[src/rtl/btn_enable_conditioner.sv]
// btn_enable_conditioner: synchronises and debounces a raw push-button into a level, edge pulses and a counter enable
module btn_enable_conditioner #(
  parameter int SYNC_STAGES     = 2,
  parameter int DEBOUNCE_CYCLES = 4,
  parameter int CNT_W           = 3
) (
  input  logic clk,
  input  logic reset,
  input  logic btn_raw,
  input  logic mode,
  output logic btn_level,
  output logic btn_rise,
  output logic btn_fall,
  output logic x_en
);
  typedef enum logic [1:0] {IDLE_LOW, WAIT_HIGH, IDLE_HIGH, WAIT_LOW} state_t;
  state_t state, state_nx;
  logic [SYNC_STAGES-1:0] sync;
  logic [CNT_W-1:0] cnt, cnt_nx;
  logic btn_s, done, level_nx, rise_nx, fall_nx;
  assign btn_s = sync[SYNC_STAGES-1];
  assign done  = cnt == CNT_W'(DEBOUNCE_CYCLES - 1);
  always_ff @(posedge clk or negedge reset)
    if (!reset) begin
      sync      <= '0;
      state     <= IDLE_LOW;
      cnt       <= '0;
      btn_level <= 1'b0;
      btn_rise  <= 1'b0;
      btn_fall  <= 1'b0;
      x_en      <= 1'b0;
    end else begin
      sync      <= {sync[SYNC_STAGES-2:0], btn_raw};
      state     <= state_nx;
      cnt       <= cnt_nx;
      btn_level <= level_nx;
      btn_rise  <= rise_nx;
      btn_fall  <= fall_nx;
      x_en      <= mode ? x_en ^ rise_nx : level_nx;
    end
  // cnt counts consecutive samples at the new level; any disagreeing sample drops back to idle
  always_comb begin
    state_nx = state;
    cnt_nx   = '0;
    level_nx = btn_level;
    rise_nx  = 1'b0;
    fall_nx  = 1'b0;
    case (state)
      IDLE_LOW:
        if (btn_s) begin
          state_nx = WAIT_HIGH;
          cnt_nx   = CNT_W'(1);
        end
      WAIT_HIGH:
        if (!btn_s) state_nx = IDLE_LOW;
        else if (done) begin
          state_nx = IDLE_HIGH;
          level_nx = 1'b1;
          rise_nx  = 1'b1;
        end else cnt_nx = cnt + CNT_W'(1);
      IDLE_HIGH:
        if (!btn_s) begin
          state_nx = WAIT_LOW;
          cnt_nx   = CNT_W'(1);
        end
      WAIT_LOW:
        if (btn_s) state_nx = IDLE_HIGH;
        else if (done) begin
          state_nx = IDLE_LOW;
          level_nx = 1'b0;
          fall_nx  = 1'b1;
        end else cnt_nx = cnt + CNT_W'(1);
      default: state_nx = IDLE_LOW;
    endcase
  end
endmodule

[config.mk]
export PLATFORM = sky130hd
export DESIGN_NAME = btn_enable_conditioner
export DESIGN_NICKNAME = d
export VERILOG_FILES = /design/src/rtl/btn_enable_conditioner.sv
export SDC_FILE = /design/constraint.sdc
export NUM_CORES = 1
export LEC_CHECK = 0
export CAP_MARGIN = 10
export CORE_AREA = 5 5 42 44
export DETAILED_ROUTE_END_ITERATION = 6
export DIE_AREA = 0 0 47 49
export SETUP_SLACK_MARGIN = 0.02
export SKIP_LAST_GASP = 1
export SYNTH_ARGS = -nofsm -noshare
export SYNTH_HDL_FRONTEND = slang
export SYNTH_SLANG_ARGS = --single-unit
[constraint.sdc]
create_clock -name clk -period 3.6 [get_ports clk]
set_input_delay 0.72 -clock clk [delete_from_list [all_inputs] [get_ports clk]]
set_output_delay 0.72 -clock clk [all_outputs]
set_load 0.01 [all_outputs]
Word-level counts from Yosys, hierarchy flattened
Index checks and enable logic that the tools add are counted.
{ "word_totals": {"regBits": 11, "in_bits": 4, "elab_cells": 43} }
{ "classes": {"add_sub_neg": 1, "eq_ne": 8, "muxes": 24, "bitwise": 1, "n_reduce_logical": 2} }
{ "ops": {"columns": ["operator", "count"], "rows": [
  ["2-to-1 mux 1 bit", 12],
  ["2-to-1 mux 2 bit", 6],
  ["one-hot mux 3 bit (4 select lines)", 1],
  ["2-to-1 mux 3 bit", 3],
  ["one-hot mux 2 bit (4 select lines)", 1],
  ["!= test 3 bit (second input constant)", 2],
  ["== test 2 bit (second input constant)", 2],
  ["!= test 2 bit (second input constant)", 2],
  ["AND reduction 4 bit", 1],
  ["adder 3 x 1 -> 3 bit (second input constant)", 1],
  ["== test 3 x 2 -> 1 bit (second input constant)", 1],
  ["== test 2 x 1 -> 1 bit (second input constant)", 1],
  ["logical NOT 2 bit", 1],
  ["one-hot mux 1 bit (2 select lines)", 1],
  ["XOR 1 bit", 1]
]} }

Depth between registers and ports, before layout
Gate-level depths: netlist (run 1).
{ "depth": {"ltp_word": 6, "ltp_mapped": 4} }

Worst setup path after synthesis (run 1)
Ideal clock, no wire load.
{ "synth_path": {"path_kind": "reg-to-reg", "start": "register cnt[0]", "end": "register x_en", "t_arrival_ps": 1099, "slack_ps": 2363, "path_stages_with_launch": 5, "n_path_buf": 0, "cell_sequence": "dfrtp_1 ha_1 and4bb_2 a21oi_1 o221ai_1"} }
{ "synth_between": {"elab_chain_cells": 6, "elab_cells_between_ends": 11, "cone_classes": "1 x eq/ne; 9 x mux; 1 x bitwise"} }
{ "synth_lines": {"columns": ["element", "line_no", "rtl"], "rows": [
  ["from (decl)", "19", "logic [CNT_W-1:0] cnt, cnt_nx;"],
  ["from (signal assigned)", "35", "cnt <= cnt_nx;"],
  ["== test 3 x 2 -> 1 bit *", "22", "assign done = cnt == CNT_W'(DEBOUNCE_CYCLES - 1);"],
  ["2-to-1 mux 1 bit", "56", "else if (done) begin"],
  ["2-to-1 mux 1 bit", "55", "if (!btn_s) state_nx = IDLE_LOW;"],
  ["2-to-1 mux 1 bit", "48", "case (state)"],
  ["XOR 1 bit", "39", "x_en <= mode ? x_en ^ rise_nx : level_nx;"],
  ["2-to-1 mux 1 bit *", "39", null],
  ["to (signal assigned)", "39", null],
  ["to (decl)", "14", "output logic x_en"]
]} }
Every way passes the cells marked *; elsewhere a longest branch is shown, timed or not.
A chain may end at the register's enable or synchronous reset.

Final worst setup path (run 1)
{ "layout_path": {"start": "register btn_level", "end": "output btn_level"} }
{ "layout_rtl": {"columns": ["element", "line_no", "rtl"], "rows": [
  ["from (decl)", "11", "output logic btn_level,"],
  ["from (signal assigned)", "36", "btn_level <= level_nx;"]
]} }
No word-level cell between the ends.

==> reports/results.ini, run 1 <==
[clock_network]
cts.path.max_buffers = 2
cts_setup_buffers = 0
htree_levels = 1
cts_hold_buf = 0
root_buffer = clkbuf_4
clock_latency_ns = 0.26
cts_tree = done
cts_sinks = 11
post_cts_resized = 0
cts_buffers = 3
clkTransAtPathRegs_ns = 0.06

[layout]
stdcell_count = 63
drive_gt1_share_pct = 14.9
layout.nets = 53
area_delta_synth_final_pct = 26.3
final_area_um2 = 559
n_antenna_cell = 0

[power]
finalPower_uw = 346
pwr_density_cell_nw_per_um2 = 618
ir_drop_uv = 243
leakagePower_nw = 0.247

[timing]
clock_skew_ns = 0.00162
post-route-min-period_ns = 1.90
rsz0062_at_grt = no
finalCritPeriodShare_pct = 52.6
finalHoldViolCount = 0
tightest_slew_ns = 0.477
final_max_slew_viol_count = 0
relSlewSlack_pct = 68.1
max_clock_freq_mhz = 528
whs_ns = 0.361
setup-violations-final = 0
tns_ns = 0

[logic_synthesis]
synth_common_cells = 11 x dfrtp_1, 4 x nand2_1, 4 x nor2_1
ys.flop_type = dfrtp_1
async_reset_ff_share_pct = 100
synth_edf_count = 0
ys_top_cells_by_area = dfrtp_1 62%, a21boi_4 4.2%, nand2_1 3.4%
synth_top_area_share_pct = 62.1
syn_nets = 41
ys_ff_latch = 11
synth_cells = 36
synth_area_per_cell_um2 = 12.3
synth_warnings = 0
ys_types = 17
yosys.area.top_type = dfrtp_1
synth.cell_area_um2 = 443
synth_most_common_cell = dfrtp_1
ys_seq_area_share_pct = 62.1

[placed_design]
dp_hpwl_um = 508
port_buffers = 7
gp_congestion = 0.676
postPlaceCellArea_um2 = 533
dp_cells = 59

[die]
chipWidth_um = 47
die_area_um2 = 2300
rows = 14
core-area_um2 = 1400
num_io_pins = 8
die_height_um = 49
start_util_pct = 31.6

[detailed_routing]
wire_per_inst_um = 10.8
drt_wl_total_um = 678
vias = 292
drc = 0
drt_iter0_markers = 3
dr.pass1.iters = 2
ant_nets = 0
viasPerCell = 4.63

[grt]
grt_pass1_wl_um = 1240
gr-total-overflow = 0
grtUsageTotal_pct = 8.13
grt_pass1_vias = 281
antenna_found_initial = 0
grt_max_degree = 12

[setup_path]
path_buf_inv = 1
slowest_stage = clkdlybuf4s50_1
cp_data_required_time_ns = 2.88
rrSetupSlack_ns = 2.26
startpoint_type = flop
crit_family = buffers and inverters
critPathArrivalTime_ns = 1.18
end_kind = primary output
path_class = reg -> out
critical_path.max_stage_delay_ns = 0.55
crit_path_cell_trace = clkdlybuf4s50_1
crit_fanout = 4

[hold_path]
min_path_type = reg -> reg

[flow_run]
cap_violations = 0

[outcome]
status = complete, no violations

-- power breakdown --
part | internal [mW] | switching [mW]
Sequential | 0.151 | 0.0297
Clock | 0.0428 | 0.0371
Combinational | 0.0501 | 0.0349
Total | 0.244 | 0.102
-- metrics by stage --
step	utilization [%]	worst slack [ns]
global placement	38.0	1.95
finish	39.9	1.70
floorplan	-	2.36
CTS	39.9	1.69
global route	39.9	1.64
detailed placement	38.0	1.91
-- cells by family (layout without fill, tap and decap cells) --
kind of cell / Yosys count / in the layout / synth area share [%]
compound gates: 6 / 6 / 10.7
simple gates: 15 / 15 / 20.6
fa+ha+maj: 1 / 1 / 2.82
xor+xnor: 1 / 1 / 1.98
flops: 11 / 11 / 62.1
buf+inv: 2 / 13 / 1.70
-- placed cells by master (no fill, tap or decap) --
master	count
a21boi_4	1
a21oi_1	2
and2_4	1
and4bb_2	1
clkbuf_1	1
clkbuf_4	3
clkdlybuf4s50_1	7
dfrtp_1	11
ha_1	1
inv_1	2
nand2_1	4
nand3b_1	1
nand4b_1	1
nor2_1	4
nor2b_1	1
nor3_2	1
nor3b_1	1
o21ai_0	2
o221ai_1	1
xor2_1	1
-- final cells by class --
type	count	area, um2
Clock buffer	4	26.3
Fill cell	139	842
Inverter	2	7.51
Multi-Input combinational cell	23	160
Sequential cell	11	275
Tap cell	16	20.0
Timing Repair Buffer	7	70.1
-- registers in the layout (all words and copies together), names as in the netlist, named ones only --
register and flops:
cnt 3, sync 2, btn_fall 1, btn_level 1
btn_rise 1, state 1, x_en 1
-- worst paths after layout --
check	from	endpoint	cells after the start
max reg2reg	cnt[0]$_DFF_PN0_	x_en$_DFF_PN0_	4
min	sync[0]$_DFF_PN0_	sync[1]$_DFF_PN0_	0
max in group asynchronous	reset	cnt[2]$_DFF_PN0_	1
min reg2reg	sync[0]$_DFF_PN0_	sync[1]$_DFF_PN0_	0
min in group asynchronous	reset	btn_rise$_DFF_PN0_	1
max	btn_level$_DFF_PN0_	btn_level	1
-- metal layers --
layer | vias up | wire length (um) | global-route usage [%]
met5 | - | 0 | 0
li1 | 148 | - | -
met1 | 140 | 336 | 9.36
met2 | 2 | 309 | 9.73
met4 | 0 | 12 | 6.91
met3 | 2 | 19 | 5.54
(Power assumes the default switching activity.)
==> run 2, diff against run 1 <==
clock period = 1.9 ns   (was 3.6 ns; I/O delays follow)
==> reports/results.ini, run 2 (synthesis results as in run 1) <==
[placed_design]
pre_cts_ws_ns = 0.535  ; was 1.91 ns
port_buffers = 7  ; unchanged
postPlaceCellArea_um2 = 533  ; unchanged
gp_congestion = 0.710  ; was 0.676
dp_hpwl_um = 521  ; was 508 um

[timing]
post-route-min-period_ns = 1.56
max_clock_freq_mhz = 642
rsz0062_at_grt = no  ; unchanged
tns_ns = 0  ; unchanged
finalHoldViolCount = 0  ; unchanged
finalCritPeriodShare_pct = 81.9
fin_ws_ns = 0.343  ; was 1.70 ns
clock_skew_ns = 0.0111  ; was 0.00162 ns
whs_ns = 0.374  ; was 0.361 ns
tightest_slew_ns = 0.475  ; was 0.477 ns
relSlewSlack_pct = 68.2  ; was 68.1%
setup-violations-final = 0  ; unchanged
final_max_slew_viol_count = 0  ; unchanged

[setup_path]
startpoint_type = flop  ; unchanged
critPathArrivalTime_ns = 1.18  ; about the same
reg2reg_to = x_en$_DFF_PN0_  ; unchanged
path_buf_inv = 1  ; unchanged
reg2reg_depth = 4  ; unchanged
path_class = reg -> out  ; unchanged
rrSetupSlack_ns = 0.54  ; was 2.26 ns
cp_data_required_time_ns = 1.52  ; was 2.88 ns
crit_fanout = 4  ; unchanged
r2r-start = cnt[0]$_DFF_PN0_  ; unchanged
end_kind = primary output  ; unchanged
slowest_stage = clkdlybuf4s50_1  ; unchanged
crit_path_cell_trace = clkdlybuf4s50_1  ; unchanged
critical_path.max_stage_delay_ns = 0.55  ; about the same
crit_family = buffers and inverters  ; unchanged

[power]
ir_drop_uv = 552  ; was 243 uV
leakagePower_nw = 0.247  ; unchanged
pwr_density_cell_nw_per_um2 = 1180  ; was 618 nW/um2

[layout]
area_delta_synth_final_pct = 26.3  ; unchanged
layout_commonest_cell = dfrtp_1  ; unchanged
utilization_pct = 39.9  ; unchanged
reg.largest.list = cnt (3), sync (2)  ; unchanged
largest_reg_flops = 3  ; unchanged
top_register = cnt  ; unchanged
final_cell_mix = 11 x dfrtp_1, 7 x clkdlybuf4s50_1, 4 x nand2_1, 4 x nor2_1, 3 x clkbuf_4  ; unchanged
layout.nets = 53  ; unchanged
n_antenna_cell = 0  ; unchanged
drive_gt1_share_pct = 14.9  ; unchanged
final_area_um2 = 559  ; unchanged

[die]
die_area_um2 = 2300  ; unchanged
start_util_pct = 31.6  ; unchanged
num_io_pins = 8  ; unchanged
rows = 14  ; unchanged
core-area_um2 = 1400  ; unchanged
die_height_um = 49  ; unchanged
chipWidth_um = 47  ; unchanged

[outcome]
status = complete, no violations  ; unchanged

[clock_network]
cts_sinks = 11  ; unchanged
post_cts_resized = 0  ; unchanged
htree_levels = 1  ; unchanged
cts_hold_buf = 0  ; unchanged
root_buffer = clkbuf_4  ; unchanged
clock_latency_ns = 0.26  ; about the same
clkTransAtPathRegs_ns = 0.07  ; was 0.06 ns
cts.path.max_buffers = 2  ; unchanged
cts_buffers = 3  ; unchanged
cts_tree = done  ; unchanged
cts_setup_buffers = 0  ; unchanged

[detailed_routing]
ant_nets = 0  ; unchanged
drc = 0  ; unchanged
vias = 288  ; was 292
viasPerCell = 4.57  ; was 4.63
drt_wl_total_um = 676  ; was 678 um
drt_iter0_markers = 0  ; was 3
wire_per_inst_um = 10.7  ; was 10.8 um
dr.pass1.iters = 1  ; was 2

[hold_path]
min_path_type = reg -> reg  ; unchanged
hp-start = sync[0]$_DFF_PN0_  ; unchanged
holdPathStages = 0  ; unchanged
min_to = sync[1]$_DFF_PN0_  ; unchanged

[flow_run]
cap_violations = 0  ; unchanged

[grt]
grt_max_degree = 12  ; unchanged
gr-total-overflow = 0  ; unchanged
antenna_found_initial = 0  ; unchanged
grt_pass1_vias = 316  ; was 281
grt_pass1_wl_um = 1240  ; unchanged
grtUsageTotal_pct = 7.64  ; was 8.13%

## run 2: metrics by stage
| stage | instances | power (mW) |
|---|---|---|
| floorplan | 36 | 0.454 |
| global placement | 59 | 0.504 |
| detailed placement | 59 | 0.514 |
| CTS | 63 | 0.672 |
| global route | 63 | 0.719 |
| finish | 63 | 0.660 |
## run 2: report_power, final
| part | switching [mW] | total [mW] | internal [mW] |
|---|---|---|---|
| sequential | 0.0555 | 0.342 | 0.286 |
| combinational | 0.0693 | 0.166 | 0.0966 |
| clock | 0.0720 | 0.153 | 0.0810 |
| total | 0.197 | 0.660 | 0.464 |
## run 2: worst max path at each step
| stage | start | endpoint | cells after the start |
|---|---|---|---|
| global route | btn_level$_DFF_PN0_ | btn_level | 1 |
| finish | btn_level$_DFF_PN0_ | btn_level | 1 |
| detailed placement | mode | x_en$_DFF_PN0_ | 4 |
| global placement | mode | x_en$_DFF_PN0_ | 4 |
| floorplan | cnt[0]$_DFF_PN0_ | x_en$_DFF_PN0_ | 4 |
| CTS | btn_level$_DFF_PN0_ | btn_level | 1 |
## run 2: layout make-up
| class | instances | area [um2] |
|---|---|---|
| sequential | 11 | 275 |
| clock buffer | 4 | 26.3 |
| multi-input combinational | 23 | 160 |
| fill | 145 | 842 |
| timing repair buffer | 7 | 70.1 |
| inverter | 2 | 7.51 |
| tap | 16 | 20.0 |
## run 2: metal layers
layer	global-route usage, %	up-vias	share of wire [%]
met2	11.8	4	50
met5	0	-	0
met1	7.80	140	45
li1	-	144	-
met3	6.64	0	4.4
met4	1.38	0	0
